<file path="src/rtl/strobe_paced_tx_pkg.sv">
// -----------------------------------------------------------------------------
// strobe_paced_tx_pkg
//   Shared definitions for the strobe-paced transmitter slice:
//     - default parameter values for DATA_W, DEPTH and PRIME_LVL
//     - FSM state encodings (legacy-compatible localparams) and the state enum
//     - a saturating 8-bit increment used by the optional underrun counter
//   Optional feature macro used by this slice: STROBE_UNDERRUN_CNT_EN.
// -----------------------------------------------------------------------------
package strobe_paced_tx_pkg;

  localparam int DEF_DATA_W    = 8;
  localparam int DEF_DEPTH     = 4;
  localparam int DEF_PRIME_LVL = 2;

  // Raw encodings kept for code that still compares against plain vectors.
  localparam logic [0:0] ST_PRIME = 1'b0;
  localparam logic [0:0] ST_RUN   = 1'b1;

  typedef enum logic [0:0] {
    PRIME = ST_PRIME,
    RUN   = ST_RUN
  } state_e;

  // Saturating increment: sticks at 255 instead of wrapping back to zero.
  function automatic logic [7:0] sat_inc8(input logic [7:0] v);
    return (v == 8'hFF) ? v : v + 8'd1;
  endfunction

endpackage

</file>
<file path="src/rtl/strobe_paced_tx_fifo.sv">
// -----------------------------------------------------------------------------
// sync_fifo
//   Single-clock FIFO used as the word store of strobe_paced_tx.
//   Occupancy is kept in its own counter so full and empty never alias even
//   though both pointers wrap modulo DEPTH.
//
//   Ports
//     iClk     in   clock, rising edge
//     iRst     in   asynchronous active-low reset (pointers and level only)
//     push_i   in   write data_i (ignored when full)
//     pop_i    in   drop the head word (ignored when empty)
//     data_i   in   DATA_W write data
//     data_o   out  DATA_W head word (valid while not empty)
//     level_o  out  $clog2(DEPTH)+1 occupancy
//     full_o   out  level == DEPTH
//     empty_o  out  level == 0
//   DEPTH must be a power of two so the pointers wrap naturally.
// -----------------------------------------------------------------------------
module sync_fifo #(
  parameter int DATA_W = 8,
  parameter int DEPTH  = 4
) (
  input  logic                       iClk,
  input  logic                       iRst,
  input  logic                       push_i,
  input  logic                       pop_i,
  input  logic [DATA_W-1:0]          data_i,
  output logic [DATA_W-1:0]          data_o,
  output logic [$clog2(DEPTH):0]     level_o,
  output logic                       full_o,
  output logic                       empty_o
);

  localparam int PTR_W = $clog2(DEPTH);
  localparam int LVL_W = PTR_W + 1;
  localparam logic [LVL_W-1:0] FULL_LVL = LVL_W'(DEPTH);

  // Storage is left unreset so it can map onto RAM primitives.
  logic [DATA_W-1:0] mem_q [DEPTH];

  logic [PTR_W-1:0] wr_ptr_q, wr_ptr_d;
  logic [PTR_W-1:0] rd_ptr_q, rd_ptr_d;
  logic [LVL_W-1:0] level_q,  level_d;

  logic push_ok;
  logic pop_ok;

  assign full_o  = (level_q == FULL_LVL);
  assign empty_o = (level_q == '0);

  assign push_ok = push_i && !full_o;
  assign pop_ok  = pop_i  && !empty_o;

  always_comb begin
    wr_ptr_d = wr_ptr_q;
    rd_ptr_d = rd_ptr_q;
    level_d  = level_q;
    if (push_ok) begin
      wr_ptr_d = wr_ptr_q + 1'b1;
    end
    if (pop_ok) begin
      rd_ptr_d = rd_ptr_q + 1'b1;
    end
    // Simultaneous push and pop leave the occupancy unchanged.
    case ({push_ok, pop_ok})
      2'b10:   level_d = level_q + 1'b1;
      2'b01:   level_d = level_q - 1'b1;
      default: level_d = level_q;
    endcase
  end

  always_ff @(posedge iClk or negedge iRst) begin
    if (!iRst) begin
      wr_ptr_q <= '0;
      rd_ptr_q <= '0;
      level_q  <= '0;
    end else begin
      wr_ptr_q <= wr_ptr_d;
      rd_ptr_q <= rd_ptr_d;
      level_q  <= level_d;
    end
  end

  always_ff @(posedge iClk) begin
    if (push_ok) begin
      mem_q[wr_ptr_q] <= data_i;
    end
  end

  // Head word read directly; the consumer registers it on pop.
  assign data_o  = mem_q[rd_ptr_q];
  assign level_o = level_q;

endmodule

</file>
<file path="src/rtl/strobe_paced_tx.sv">
// -----------------------------------------------------------------------------
// strobe_paced_tx
//   Buffers upstream words in a small FIFO and releases them one per pacing
//   strobe. Emission only starts once PRIME_LVL words are buffered; an empty
//   FIFO at a strobe in RUN is an underrun, which pulses oUnderrun and drops
//   back to PRIME so the buffer is refilled before emission resumes.
//
//   Parameters
//     DATA_W     word width
//     DEPTH      FIFO entries, power of two, 2..16
//     PRIME_LVL  occupancy required to leave PRIME, 1..DEPTH
//
//   Ports
//     iClk          in   clock, rising edge
//     iRst          in   asynchronous active-low reset
//     iEnable       in   one-cycle pacing strobe
//     iValid        in   upstream word valid
//     iData         in   upstream word
//     oReady        out  FIFO not full (from registered level)
//     oValid        out  one-cycle pulse qualifying oData
//     oData         out  emitted word, held between pulses
//     oLevel        out  FIFO occupancy
//     oUnderrun     out  one-cycle pulse after a strobe found the FIFO empty
//     oUnderrunCnt  out  saturating underrun count
//
//   Macro STROBE_UNDERRUN_CNT_EN builds the underrun counter; without it
//   oUnderrunCnt is constant zero and everything else behaves the same.
// -----------------------------------------------------------------------------
module strobe_paced_tx
  import strobe_paced_tx_pkg::*;
#(
  parameter int DATA_W    = DEF_DATA_W,
  parameter int DEPTH     = DEF_DEPTH,
  parameter int PRIME_LVL = DEF_PRIME_LVL
) (
  input  logic                       iClk,
  input  logic                       iRst,
  input  logic                       iEnable,
  input  logic                       iValid,
  input  logic [DATA_W-1:0]          iData,
  output logic                       oReady,
  output logic                       oValid,
  output logic [DATA_W-1:0]          oData,
  output logic [$clog2(DEPTH):0]     oLevel,
  output logic                       oUnderrun,
  output logic [7:0]                 oUnderrunCnt
);

  localparam int LVL_W = $clog2(DEPTH) + 1;
  localparam logic [LVL_W-1:0] PRIME_THRESH = LVL_W'(PRIME_LVL);

  state_e state_q, state_d;

  logic              valid_q,    valid_d;
  logic [DATA_W-1:0] data_q,     data_d;
  logic              underrun_q, underrun_d;

  logic              fifo_push;
  logic              fifo_pop;
  logic [DATA_W-1:0] fifo_head;
  logic [LVL_W-1:0]  fifo_level;
  logic              fifo_full;
  logic              fifo_empty;

  logic              run_strobe;
  logic              underrun_evt;

  sync_fifo #(
    .DATA_W (DATA_W),
    .DEPTH  (DEPTH)
  ) u_fifo (
    .iClk    (iClk),
    .iRst    (iRst),
    .push_i  (fifo_push),
    .pop_i   (fifo_pop),
    .data_i  (iData),
    .data_o  (fifo_head),
    .level_o (fifo_level),
    .full_o  (fifo_full),
    .empty_o (fifo_empty)
  );

  // A word offered while full stays on iValid until oReady returns.
  assign oReady    = !fifo_full;
  assign fifo_push = iValid && !fifo_full;

  // Strobes only matter in RUN; in PRIME they are simply ignored.
  assign run_strobe   = iEnable && (state_q == RUN);
  assign fifo_pop     = run_strobe && !fifo_empty;
  assign underrun_evt = run_strobe && fifo_empty;

  always_comb begin
    state_d = state_q;
    case (state_q)
      PRIME: begin
        // Decided on the registered level, so RUN starts one cycle later.
        if (fifo_level >= PRIME_THRESH) begin
          state_d = RUN;
        end
      end
      RUN: begin
        if (underrun_evt) begin
          state_d = PRIME;
        end
      end
      default: state_d = PRIME;
    endcase
  end

  always_comb begin
    valid_d    = fifo_pop;
    data_d     = fifo_pop ? fifo_head : data_q;
    underrun_d = underrun_evt;
  end

  always_ff @(posedge iClk or negedge iRst) begin
    if (!iRst) begin
      state_q    <= PRIME;
      valid_q    <= 1'b0;
      data_q     <= '0;
      underrun_q <= 1'b0;
    end else begin
      state_q    <= state_d;
      valid_q    <= valid_d;
      data_q     <= data_d;
      underrun_q <= underrun_d;
    end
  end

  assign oValid    = valid_q;
  assign oData     = data_q;
  assign oLevel    = fifo_level;
  assign oUnderrun = underrun_q;

`ifdef STROBE_UNDERRUN_CNT_EN
  logic [7:0] ucnt_q, ucnt_d;

  // Counts on the same edge that raises oUnderrun, so the new value is
  // visible together with the pulse.
  always_comb begin
    ucnt_d = underrun_evt ? sat_inc8(ucnt_q) : ucnt_q;
  end

  always_ff @(posedge iClk or negedge iRst) begin
    if (!iRst) begin
      ucnt_q <= '0;
    end else begin
      ucnt_q <= ucnt_d;
    end
  end

  assign oUnderrunCnt = ucnt_q;
`else
  assign oUnderrunCnt = 8'd0;
`endif

endmodule
</file>
<file path="config.mk">
export PLATFORM = sky130hd
export DESIGN_NAME = strobe_paced_tx
export DESIGN_NICKNAME = d
export VERILOG_FILES = /design/src/rtl/strobe_paced_tx_pkg.sv /design/src/rtl/strobe_paced_tx_fifo.sv /design/src/rtl/strobe_paced_tx.sv
export SDC_FILE = /design/constraint.sdc
export NUM_CORES = 1
export LEC_CHECK = 0
export BUFFER_PORTS_ARGS = -buffer_cell sky130_fd_sc_hd__buf_2
export CAP_MARGIN = 20
export CORE_MARGIN = 8
export CORE_UTILIZATION = 60
export CTS_BUF_LIST = sky130_fd_sc_hd__clkbuf_8
export DETAILED_ROUTE_END_ITERATION = 16
export GPL_ROUTABILITY_DRIVEN = 0
export PLACE_DENSITY = 0.9
export SLEW_MARGIN = 25
export SYNTH_ARGS = -nofsm -noshare
export SYNTH_HDL_FRONTEND = slang
export SYNTH_SLANG_ARGS = --single-unit
</file>
<file path="constraint.sdc">
create_clock -name iClk -period 4.5 [get_ports iClk]
set_clock_uncertainty 0.05 [all_clocks]
set_input_delay 0 -clock iClk [delete_from_list [all_inputs] [get_ports iClk]]
set_output_delay 0 -clock iClk [all_outputs]
set_load 0.005 [all_outputs]
</file>
## After elaboration in Yosys (flattened, before gate mapping)

Memories as Yosys holds them, arrays and structs flattened. A register that Yosys moved wholly into a read port is not among the register bits.
Index checks and enable logic that the tools add are counted.

| storage, ports and cells | value |
|---|---|
| memories kept | 1 |
| logic and storage cells | 33 |
| bits in writable memories | 32 |
| bits of input ports | 12 |
| output and inout bits | 22 |
| register bits | 10 |

Memory list:

| memory | depth | width | read ports | clocked after Yosys merged registers in | write ports | line | source |
|---|---|---|---|---|---|---|---|
| u_fifo.mem_q | 4 | 8 | 1 | 1 | 1 | strobe_paced_tx_fifo.sv:39 | `logic [DATA_W-1:0] mem_q [DEPTH];` |

| cells by class | value |
|---|---|
| reduce and logical (&&, ||, !) cells | 11 |
| bitwise logic cells | 1 |
| magnitude comparators | 1 |
| add/sub/neg operators | 4 |
| equal/unequal tests | 3 |
| muxes and demuxes | 6 |

Operators with widths:

| cell | count |
|---|---|
| 1-bit logical AND | 6 |
| 3-bit one-hot mux with 2 select lines | 1 |
| 2-bit by 1-bit adder with 2-bit output, second input constant | 2 |
| 1-bit 2-to-1 mux | 4 |
| 3-bit by 1-bit adder with 3-bit output, second input constant | 1 |
| 3-bit equality test, second input constant | 1 |
| 3-bit by 2-bit greater-or-equal comparator with 1-bit output, second input constant | 1 |
| 1-bit zero test | 3 |
| 3-bit zero test | 1 |
| 3-bit by 1-bit subtractor with 3-bit output, second input constant | 1 |
| 2-bit by 1-bit equality test with 1-bit output, second input constant | 1 |
| 2-bit equality test, second input constant | 1 |
| 1-bit one-hot mux with 2 select lines | 1 |
| 2-bit nonzero test | 1 |
| 1-bit inverter | 1 |

## Logic depth before layout (Yosys ltp)

Gate-level depths: netlist of the first run.

| logic depth | value |
|---|---|
| word-level depth | 6 |
| depth in mapped cells | 10 |

## By module

From an unflattened synthesis of the first run, not the netlist that was laid out.

| second synthesis, totals | value |
|---|---|
| cell total of the unflattened synthesis | 114 |
| area total of the unflattened synthesis | 2072.0 sq um |

By module, submodules not included:

| module | instances | area an instance (sq um) | cells each |
|---|---|---|---|
| sync_fifo | 1 | 1592.8 | 79 |
| strobe_paced_tx | 1 | 479.2 | 35 |

## Worst setup path after synthesis of the first run

OpenSTA, ideal clock, no wires.

| timing path | value |
|---|---|
| path type | register to register |
| start point | reg u_fifo.level_q[1], in the netlist u_fifo.level_o[1] |
| end point | reg u_fifo.level_q[2], in the netlist u_fifo.level_o[2] |
| slack | 2.209 ns |
| setup time | 0.079 ns |
| data required time | 4.371 ns |
| path buffers | 1 |
| stages on the path, launching flop included | 11 |
| clock period less this slack | 2.291 ns |
| arrival | 2.161 ns |
| path through | dfrtp_1 > or3b_1 > buf_6 > and2_4 > inv_1 > ha_1 > inv_1 > fa_1 > xor2_1 > nor2_1 > xor2_1 |

| on the way | value |
|---|---|
| longest elaborated chain between the ends | 6 |
| elaborated cells on any way between the ends | 14 |
| classes of those cells | 2 x add/sub; 3 x eq/ne; 1 x mux; 8 x reduce/logical |

RTL lines:

| item | line | source |
|---|---|---|
| start, declared | strobe_paced_tx_fifo.sv:43 | `logic [LVL_W-1:0] level_q, level_d;` |
| start signal, assigned | strobe_paced_tx_fifo.sv:80 | `level_q <= level_d;` |
| 3-bit equality test * | strobe_paced_tx_fifo.sv:48 | `assign full_o = (level_q == FULL_LVL);` |
| 1-bit zero test * | n/a |  |
| via oReady | strobe_paced_tx.sv:41 | `output logic oReady,` |
| 1-bit logical AND | strobe_paced_tx.sv:85 | `assign fifo_push = iValid && !fifo_full;` |
| 1-bit logical AND * | strobe_paced_tx_fifo.sv:51 | `assign push_ok = push_i && !full_o;` |
| 2-bit by 1-bit equality test with 1-bit output or 2-bit equality test (tied branches) | strobe_paced_tx_fifo.sv:65 | `case ({push_ok, pop_ok})` |
| 3-bit one-hot mux with 2 select lines or 2-bit nonzero test (tied branches) | n/a |  |

Mark *: on every way through the listed nets, which the timed path passes. The rest lies on a longest branch.
A chain may end at the register's enable or synchronous reset.

## Final worst setup path of the first run

| timing path | value |
|---|---|
| start point | reg u_fifo.level_q[2], in the netlist u_fifo.level_o[2] |
| end point | reg u_fifo.level_q[2], in the netlist u_fifo.level_o[2] |

| on the way | value |
|---|---|
| longest elaborated chain between the ends | 6 |
| elaborated cells on any way between the ends | 14 |
| classes of those cells | 2 x add/sub; 3 x eq/ne; 1 x mux; 8 x reduce/logical |

RTL lines:

| item | line |
|---|---|
| 3-bit equality test or 3-bit zero test (tied branches) | strobe_paced_tx_fifo.sv:48, strobe_paced_tx_fifo.sv:49 |
| 1-bit zero test (on tied branches) | n/a |
| 1-bit logical AND (on tied branches) | strobe_paced_tx.sv:85, strobe_paced_tx.sv:89 |
| 1-bit logical AND (on tied branches) | strobe_paced_tx_fifo.sv:51, strobe_paced_tx_fifo.sv:52 |
| 2-bit by 1-bit equality test with 1-bit output or 2-bit equality test (tied branches) | strobe_paced_tx_fifo.sv:65 |
| 3-bit one-hot mux with 2 select lines or 2-bit nonzero test (tied branches) | n/a |

Parallel ways exist; a longest one is shown, timed or not.

==> results of run 1 <==
## through the flow
stage | worst slack [ns] | power [W] | instances | hold slack [ns] | area, sq um
6_report | 2.12 | 0.00144 | 216 | 0.106 | 2390
5_1_grt | 1.98 | 0.00154 | 216 | 0.146 | 2390
4_1_cts | 2.12 | 0.00146 | 216 | 0.108 | 2390
3_5_place_dp | 2.14 | 0.00121 | 197 | -0.0928 | 2190
3_3_place_gp | 2.21 | 0.00117 | 197 | -0.109 | 2190
2_1_floorplan | 2.21 | 0.00106 | 137 | -0.346 | 2090
## cell families (layout without fill, tap and decap cells)
| logic type | count (synthesis) | in the layout | synth area share [%] |
|---|---|---|---|
| xor gates and xnor gates | 6 | 6 | 2.92 |
| AOI/OAI and AO/OA | 3 | 3 | 1.94 |
| adders and majority gates | 6 | 6 | 4.01 |
| and+or+nand+nor | 38 | 38 | 8.38 |
| other | 1 | 8 | 0.182 |
| muxes | 8 | 8 | 8.75 |
| buffers and inverters | 18 | 51 | 5.29 |
| DFF | 50 | 50 | 68.5 |
## sequential cells by signal, indices dropped and copies added (netlist names)
name and count:
u_fifo.wr_ptr_q 2, u_fifo.mem_q 32, oUnderrun 1, u_fifo.rd_ptr_q 2, oData 8, state_q 1, oValid 1, u_fifo.level_o 3
## cells in the mapped netlist (all sizes together)
| library cell | instances |
|---|---|
| mux4 | 8 |
| nand3 | 1 |
| buf | 10 |
| and3 | 4 |
| nor2 | 2 |
| fa | 1 |
| clkbuf | 1 |
| or3b | 1 |
| xor2 | 2 |
| xnor2 | 4 |
| dfrtp | 18 |
| nand2 | 27 |
| inv | 7 |
| ha | 5 |
| and2 | 1 |
| o21ai | 2 |
| nor3 | 1 |
| conb | 1 |
| edfxtp | 32 |
| nor4 | 1 |
| o311ai | 1 |
## final cells by class
type / count / area share (%)
clock buffers: 5 / 2.88
clock inverters: 3 / 0.891
inverters: 7 / 1.20
multi-input cells: 69 / 23.7
flip-flops and latches: 50 / 59.1
well taps: 46 / 2.41
repair buffers: 36 / 9.85
## power groups by stage
stage	logic, W	clock network (W)	registers [W]
2_1_floorplan	0.000353	0	0.000709
4_1_cts	0.000457	0.000261	0.000747
3_3_place_gp	0.000430	0	0.000744
3_5_place_dp	0.000448	0	0.000757
6_report	0.000449	0.000252	0.000744
5_1_grt	0.000507	0.000274	0.000764
## per-layer routing
metal / track usage [%] / vias up / routed length (um)
li1: - / 516 / -
met1: 13.8 / 529 / 1220
met2: 25.0 / 36 / 1820
met3: 3.64 / 4 / 269
met4: 7.39 / 0 / 29
met5: 0 / - / 0
## timing repair
action	in CTS	in global routing
resized for setup	0	0
endpoints found under the setup margin	0	0
hold buffers	11	0
hold endpoints to repair	52	0
## path summary, 6_finish.rpt
check | start | to | slack, ns | cells past startpoint
max | u_fifo.level_o[2]$_DFFE_PN0P_ | u_fifo.level_o[2]$_DFFE_PN0P_ | 2.12 | 9
min | iRst | oValid$_DFF_PN0_ | 0.11 | 2
max reg2reg | u_fifo.level_o[2]$_DFFE_PN0P_ | u_fifo.level_o[2]$_DFFE_PN0P_ | 2.12 | 9
min reg2reg | oData[6]$_DFFE_PN0P_ | oData[6]$_DFFE_PN0P_ | 0.42 | 2
max in group asynchronous | iRst | u_fifo.wr_ptr_q[0]$_DFFE_PN0P_ | 4.00 | 2
min in group iClk | iData[1] | u_fifo.mem_q[1][1]$_DFFE_PP_ | 0.39 | 2
==> metrics, run 1 <==
latest clock arrival within the worst-skew pair 0.30 ns; Pwr per Cell Area 605 nW/um^2; Tcrit/Tclk final 52.9%; Initial Util 62.2%; Slowest cell on crit path dfrtp_1; Die Width 74.6 um; postcts setup bufs 0; WP data arrival 2.56 ns; Least-Margin Pin Slew 0.599 ns; sequential share of the synthesized area 68.5%; count of cell types in the netlist 26; P_int 0.000971 W; WP data required 4.67 ns; initial antenna violation count 0; register bit count reported by yosys 50; Synth top area share 46.7%; CTS H-tree depth 2; crit path launch type register; most common cell after layout, fill and taps aside edfxtp_1; Die Ht 74.6 um; Cells after Synth 130; critical path fanouts, max 7; Final TNS setup 0 ns; net switching power figure 0.000474 W; Initial DRT Pass Iterations 4; DP HPWL 2.32 mm; core footprint 3310 sq um; GRT Total Usage 13.7%; Yosys top cell by area edfxtp_1; Cell Chain, Critical Path or3b_1 -> and2_4 -> inv_1 -> ha_1 -> inv_1 -> fa_1 -> xor2_1 -> nor2_1 -> xor2_1; Worst Hold Class in -> async; row count 21; nets@finish 187; Port Buffers 25; CTS max path bufs 2; max-cap violations 0; Avg WL per Cell 15.4 um; CTS tree done; clock share of power 17.4%; combinational power share 31.0%; Clock Sinks 50; IR drop worst, VDD 0.000431 V; fin crit period 2.38 ns; root buf cell clkbuf_8; Reg area 1410 sq um; Fmax 0.420 GHz; fin util 72.1%; I/O pin count 34; routed wire length 3.34 mm; Crit path max-delay family simple AND/OR/NAND/NOR gates; run status finished clean; clk slew on worst S/H paths 0.09 ns; Worst Setup End Kind register; Antenna Nets Post-Route 0; n_diodes 0; RSZ-0062 raised after global routing false; crit path kind reg -> reg; delay of the slowest cell on the worst path 0.50 ns; slew margin rel. 60.0%; final hold vios 0; GRT overflow 0; synthesized cell area 2060 sq um; Die ar. 5560 sq um; Slew Viols, Final 0; drt drc 0; cts bufs inserted 5; vias in the first global route 1202; Area Growth Syn to Fin 16.0%; Setup-failing EPs final 0; syn avg cell area 15.8 sq um; drt via density 5.02; share of layout cells above drive strength 1 29.4%; number of fill cells 216; CP Buf/Inv Count 2; first-pass GRT wire length 5.54 mm; Leak 1.00 nW; largest net degree at the start of global routing 19; Sw Share 32.8%; Area contributors post-synth edfxtp_1 47%, dfrtp_1 22%, mux4_2 8.7%, nand2_1 4.9%, ha_1 3.0%; commonest non-fill, non-tap cells in the layout 32 x edfxtp_1, 27 x nand2_1, 25 x buf_2; Synthesis Warnings 0; sequential fraction of design power 51.5%; vias post-DR 1085; multi-input logic area 566 sq um; Initial DRC Count 62
Note: power is estimated with default switching activity, not from simulation.
==> run 2: changes to the inputs <==
--- a/config.mk
+++ b/config.mk
@@ -8,11 +8,11 @@
 export BUFFER_PORTS_ARGS = -buffer_cell sky130_fd_sc_hd__buf_2
 export CAP_MARGIN = 20
 export CORE_MARGIN = 8
-export CORE_UTILIZATION = 60
+export CORE_UTILIZATION = 57
 export CTS_BUF_LIST = sky130_fd_sc_hd__clkbuf_8
 export DETAILED_ROUTE_END_ITERATION = 16
 export GPL_ROUTABILITY_DRIVEN = 0
-export PLACE_DENSITY = 0.9
+export PLACE_DENSITY = 0.87
 export SLEW_MARGIN = 25
 export SYNTH_ARGS = -nofsm -noshare
 export SYNTH_HDL_FRONTEND = slang
==> constraint.sdc (replaced) <==
create_clock -name iClk -period 2.29 [get_ports iClk]
set_clock_uncertainty 0.05 [all_clocks]
set_input_delay 0 -clock iClk [delete_from_list [all_inputs] [get_ports iClk]]
set_output_delay 0 -clock iClk [all_outputs]
set_load 0.005 [all_outputs]
==> metrics, run 2 (synthesized netlist as in run 1, its figures left out) <==
run status finished clean; CP Buf/Inv Count 2 (unchanged); Slew Viols, Final 0 (unchanged); Antenna Nets Post-Route 0 (unchanged); WP data required 2.45 ns (-2.22 ns); Worst Hold Class in -> async; placed insts 204 (+3.6%); Fin Hold WS 0.116 ns (+0.0107 ns); Top reg by flops u_fifo.mem_q; Avg WL per Cell 16.1 um (+4.3%); Setup-failing EPs final 0 (unchanged); WP data arrival 2.41 ns (-0.15 ns); I/O pin count 34 (unchanged); delay of the slowest cell on the worst path 0.41 ns (-0.09 ns); drt via density 4.90 (-2.4%); Initial DRT Pass Iterations 4 (unchanged); latest clock arrival within the worst-skew pair 0.30 ns (about the same); Least-Margin Pin Slew 0.578 ns (-0.0210 ns); DP HPWL 2.43 mm (+4.7%); core footprint 3580 sq um (+8.1%); drt drc 0 (unchanged); crit path kind reg -> reg; Die ar. 5790 sq um (+4.1%); fin util 69.0% (-3.2 points); Die Width 76.1 um (+2.0%); most common cell after layout, fill and taps aside edfxtp_1; routed wire length 3.59 mm (+7.7%); Pwr per Cell Area 1240 nW/um^2 (+110%); Slowest cell on crit path or3b_4; Worst Setup End Kind register; Area Growth Syn to Fin 19.8%; number of flip-flops in the largest register 32 (unchanged); max-cap violations 0 (unchanged); Fmax 0.444 GHz (+5.7%); vias post-DR 1093 (+0.74%); critical path fanouts, max 3 (-4); cts bufs inserted 5 (unchanged); first-pass GRT wire length 5.91 mm (+6.6%); Die Ht 76.1 um (+2.0%); Crit path max-delay family simple AND/OR/NAND/NOR gates; initial antenna violation count 0 (unchanged); GRT overflow 0 (unchanged); clk slew on worst S/H paths 0.08 ns (about the same); root buf cell clkbuf_8; row count 22 (+4.8%); Tcrit/Tclk final 98.4% (+45 points); slew margin rel. 61.5% (+1.5 points); Initial Util 57.6% (-4.7 points); multi-input logic area 573 sq um (+1.3%); vias in the first global route 1241 (+3.2%); share of layout cells above drive strength 1 33.7% (+4.3 points); CTS H-tree depth 2 (unchanged); GRT Total Usage 13.1% (-0.59 points); fin cells 223 (+3.2%); CTS tree done; largest net degree at the start of global routing 19 (unchanged); fin crit period 2.25 ns (-0.129 ns); IR drop worst, VDD 0.000765 V (+78%); Port Buffers 25 (unchanged); Reg area 1410 sq um (about the same); n_diodes 0 (unchanged); nets@finish 193 (+3.2%); Clock Sinks 50 (unchanged); CTS max path bufs 2 (unchanged); Initial DRC Count 47 (-24%); Leak 1.04 nW (+4.0%); number of fill cells 258 (+19%); commonest non-fill, non-tap cells in the layout 32 x edfxtp_1, 27 x nand2_1, 25 x buf_2; final hold vios 0 (unchanged); Cell Chain, Critical Path or3b_4 -> and2_4 -> inv_1 -> ha_2 -> inv_1 -> fa_2 -> xor2_1 -> nor2_1 -> xor2_1; crit path launch type register
==> run 2: final timing paths <==
| kind | from | end | slack (ns) | cells after the start |
|---|---|---|---|---|
| setup reg to reg | u_fifo.level_o[1]$_DFFE_PN0P_ | u_fifo.level_o[2]$_DFFE_PN0P_ | 0.04 | 9 |
| hold reg to reg | oData[7]$_DFFE_PN0P_ | oData[7]$_DFFE_PN0P_ | 0.42 | 2 |
| max in group asynchronous | iRst | u_fifo.level_o[1]$_DFFE_PN0P_ | 1.76 | 2 |
| setup / recovery | u_fifo.level_o[1]$_DFFE_PN0P_ | u_fifo.level_o[2]$_DFFE_PN0P_ | 0.04 | 9 |
| hold / removal | iRst | oData[0]$_DFFE_PN0P_ | 0.12 | 2 |
| min in group iClk | iData[4] | u_fifo.mem_q[0][4]$_DFFE_PP_ | 0.40 | 2 |
==> run 2: layer usage <==
| layer | wire length, um | vias up | share of wire (%) | global-route usage (%) |
|---|---|---|---|---|
| met5 | 0 | - | 0 | 0 |
| met4 | 57 | 0 | 1.6 | 7.12 |
| met3 | 211 | 6 | 5.9 | 5.31 |
| met2 | 1980 | 24 | 55 | 22.6 |
| met1 | 1350 | 536 | 37 | 13.2 |
| li1 | - | 527 | - | - |
==> run 2: area by class of cell <==
cell class / count / share of cell area, %
sequential: 50 / 57.3
multi-input combinational: 69 / 23.2
timing repair buffer: 42 / 11.4
inverter: 7 / 1.17
clock buffer: 6 / 3.35
clock inverter: 1 / 1.22
tap: 48 / 2.43
==> run 2: where the power goes <==
group | internal (W) | total (W) | switching [W]
sequential | 0.00124 | 0.00142 | 0.000174
combinational | 0.000525 | 0.00104 | 0.000516
clock | 0.000349 | 0.000602 | 0.000253
==> run 2: repair_timing <==
action	in CTS	in global routing
hold endpoints to repair	53	0
gates resized for setup	0	3
hold buffers	11	0
endpoints found under the setup margin	0	1
setup buffers	0	1
==> run 2: worst register-to-register path: stages, from the launching register on <==
cell and delay [ns]:
dfrtp_2 0.40, or3b_4 0.41, and2_4 0.19, inv_1 0.08, ha_2 0.18, inv_1 0.06, fa_2 0.33, xor2_1 0.16
nor2_1 0.13, xor2_1 0.18
==> run 2: stage by stage <==
stage,total power (W),instance area (sq um),setup slack (ns),TNS (ns)
2_1_floorplan,0.00209,2090,0.0162,0
3_3_place_gp,0.00237,2230,0.169,0
3_5_place_dp,0.00244,2230,0.0498,0
4_1_cts,0.00306,2450,0.0135,0
5_1_grt,0.00327,2470,-0.0473,-0.0473
6_report,0.00306,2470,0.0375,0
==> run 3: changes to the inputs <==
--- a/config.mk
+++ b/config.mk
@@ -7,6 +7,7 @@
 export LEC_CHECK = 0
 export BUFFER_PORTS_ARGS = -buffer_cell sky130_fd_sc_hd__buf_2
 export CAP_MARGIN = 20
+export CORE_ASPECT_RATIO = 0.5
 export CORE_MARGIN = 8
 export CORE_UTILIZATION = 57
 export CTS_BUF_LIST = sky130_fd_sc_hd__clkbuf_8
==> constraint.sdc (replaced) <==
create_clock -name iClk -period 2.29 [get_ports iClk]
set_clock_uncertainty 0.05 [all_clocks]
set_input_delay 0 -clock iClk [delete_from_list [all_inputs] [get_ports iClk]]
set_output_delay 0 -clock iClk [all_outputs]
set_load 0.05 [all_outputs]
==> metrics, run 3 (synthesized netlist as in run 1, its figures left out) <==
post-route cell area 2470 sq um (+0.10%); largest net degree at the start of global routing 19 (unchanged); CTS max path bufs 2 (unchanged); Worst Hold Class in -> async; WP data arrival 2.30 ns (-0.11 ns); most common cell after layout, fill and taps aside edfxtp_1; clk slew on worst S/H paths 0.09 ns (about the same); nets@finish 192 (-0.52%); root buf cell clkbuf_8; crit path launch type register; Final TNS setup 0 ns (unchanged); latest clock arrival within the worst-skew pair 0.30 ns (about the same); share of layout cells above drive strength 1 35.4% (+1.7 points); routed wire length 3.83 mm (+6.6%); Slowest cell on crit path or3b_1; Least-Margin Pin Slew 0.584 ns (+0.00616 ns); run status finished clean; Leak 1.03 nW (-0.62%); row count 15 (-32%); Initial DRC Count 53 (+13%); IR drop worst, VDD 0.000440 V (-43%); DP HPWL 2.58 mm (+6.1%); drt via density 5.00 (+2.0%); net switching power figure 0.00142 W (+50%); fin util 71.5% (+2.6 points); Avg WL per Cell 16.9 um (+5.2%); Initial DRT Pass Iterations 4 (unchanged); placed cell areas 2250 sq um (+0.95%); Fmax 0.469 GHz (+5.6%); commonest non-fill, non-tap cells in the layout 32 x edfxtp_1, 27 x nand2_1, 25 x buf_2; number of flip-flops in the largest register 32 (unchanged); fin crit period 2.13 ns (-0.120 ns); Cell Chain, Critical Path or3b_1 -> and2_4 -> inv_2 -> ha_4 -> inv_2 -> fa_2 -> xor2_1 -> nor2_1 -> xor2_1; Worst Setup End Kind register; crit path kind reg -> reg; WP data required 2.46 ns (about the same); P_int 0.00210 W (-0.99%); Fin Hold WS 0.0951 ns (-0.0212 ns); I/O pin count 34 (unchanged); RSZ-0062 raised after global routing false; Die ar. 5910 sq um (+2.0%); CTS tree done; Tcrit/Tclk final 93.1% (-5.3 points); Die Ht 58.5 um (-23%); post_cts resized 0 (unchanged); Setup-failing EPs final 0 (unchanged); Top reg by flops u_fifo.mem_q; Die Width 101 um (+33%); GRT overflow 0 (unchanged); combinational power share 42.2% (+8.2 points); first-pass GRT wire length 6.15 mm (+4.1%); vias in the first global route 1183 (-4.7%); Sw Share 40.3% (+9.5 points); vias post-DR 1130 (+3.4%); Area Growth Syn to Fin 19.9%; CTS H-tree depth 2 (unchanged); Antenna Nets Post-Route 0 (unchanged); drt drc 0 (unchanged); critical path fanouts, max 3 (unchanged); max-cap violations 0 (unchanged); GRT Total Usage 14.2% (+1.1 points); cts bufs inserted 5 (unchanged); n_diodes 0 (unchanged); final setup margin 0.158 ns (+0.120 ns); initial antenna violation count 0 (unchanged); core footprint 3450 sq um (-3.5%); sequential fraction of design power 40.8% (-5.5 points); dpl ws 0.188 ns (+0.139 ns); Port Buffers 25 (unchanged); Slew Viols, Final 0 (unchanged); delay of the slowest cell on the worst path 0.42 ns (about the same); final hold vios 0 (unchanged); clock share of power 17.0% (-2.7 points); Pwr per Cell Area 1420 nW/um^2 (+15%); Initial Util 59.6% (+2.1 points); Clock Sinks 50 (unchanged); slew margin rel. 61.0% (-0.41 points)
[run 3: cell types whose count changed in the layout (fill, tap and decap cells not counted), sizes merged]
| cell | before | now |
|---|---|---|
| buf | 31 | 30 |
| clkbuf | 6 | 5 |
| clkinv | 0 | 2 |
[run 3: area by class of cell]
cell class	count	area, sq um
Sequential cell	50	1420
Inverter	7	28.8
Clock buffer	5	68.8
Multi-Input combinational cell	69	581
Tap cell	51	63.8
Fill cell	221	983
Timing Repair Buffer	41	273
Clock inverter	3	40.0
[run 3: routing by layer]
layer / share of wire, % / global-route usage (%) / up-vias
met5: 0 / 0 / -
met4: 2.2 / 7.13 / 0
met3: 7.6 / 4.35 / 9
met2: 50 / 23.6 / 39
met1: 40 / 16.6 / 555
li1: - / - / 527
[run 3: power groups by stage]
| stage | Clock, W | Combinational, W | Sequential (W) |
|---|---|---|---|
| 6_report | 0.000598 | 0.00148 | 0.00143 |
| 5_1_grt | 0.000641 | 0.00160 | 0.00147 |
| 4_1_cts | 0.000607 | 0.00149 | 0.00143 |
| 3_5_place_dp | 0 | 0.00146 | 0.00145 |
| 3_3_place_gp | 0 | 0.00142 | 0.00143 |
| 2_1_floorplan | 0 | 0.000770 | 0.00177 |
[run 3: repair_timing]
item / 4_1_cts / 5_1_grt
setup buffers: 0 / 0
hold buffers: 11 / 0
hold endpoints to repair: 53 / 0
[run 3: path summary, 6_finish.rpt]
| kind | startpoint | to | slack, ns | depth (start not counted) |
|---|---|---|---|---|
| max in group asynchronous | iRst | u_fifo.level_o[0]$_DFFE_PN0P_ | 1.80 | 2 |
| min in group iClk | iData[5] | u_fifo.mem_q[0][5]$_DFFE_PP_ | 0.40 | 2 |
| worst max register to register | u_fifo.level_o[1]$_DFFE_PN0P_ | u_fifo.level_o[2]$_DFFE_PN0P_ | 0.16 | 9 |
| worst min register to register | oData[1]$_DFFE_PN0P_ | oData[1]$_DFFE_PN0P_ | 0.43 | 2 |
| worst min-delay path | iRst | u_fifo.wr_ptr_q[0]$_DFFE_PN0P_ | 0.1 | 2 |
| worst max-delay path | u_fifo.level_o[1]$_DFFE_PN0P_ | u_fifo.level_o[2]$_DFFE_PN0P_ | 0.16 | 9 |
[run 3: metrics by stage]
stage | cells | total power (W)
final | 226 | 0.00351
after global routing | 226 | 0.00371
after CTS | 226 | 0.00353
after detailed placement | 207 | 0.00291
after global placement | 207 | 0.00285
after floorplan | 137 | 0.00254
[run 3: critical path: cells and delay by family, from the launching register on]
| family | cells | cell delay (ns) |
|---|---|---|
| xor gates and xnor gates | 2 | 0.31 |
| adders and majority gates | 2 | 0.47 |
| buffers and inverters | 2 | 0.10 |
| DFF | 1 | 0.40 |
| and+or+nand+nor | 3 | 0.72 |
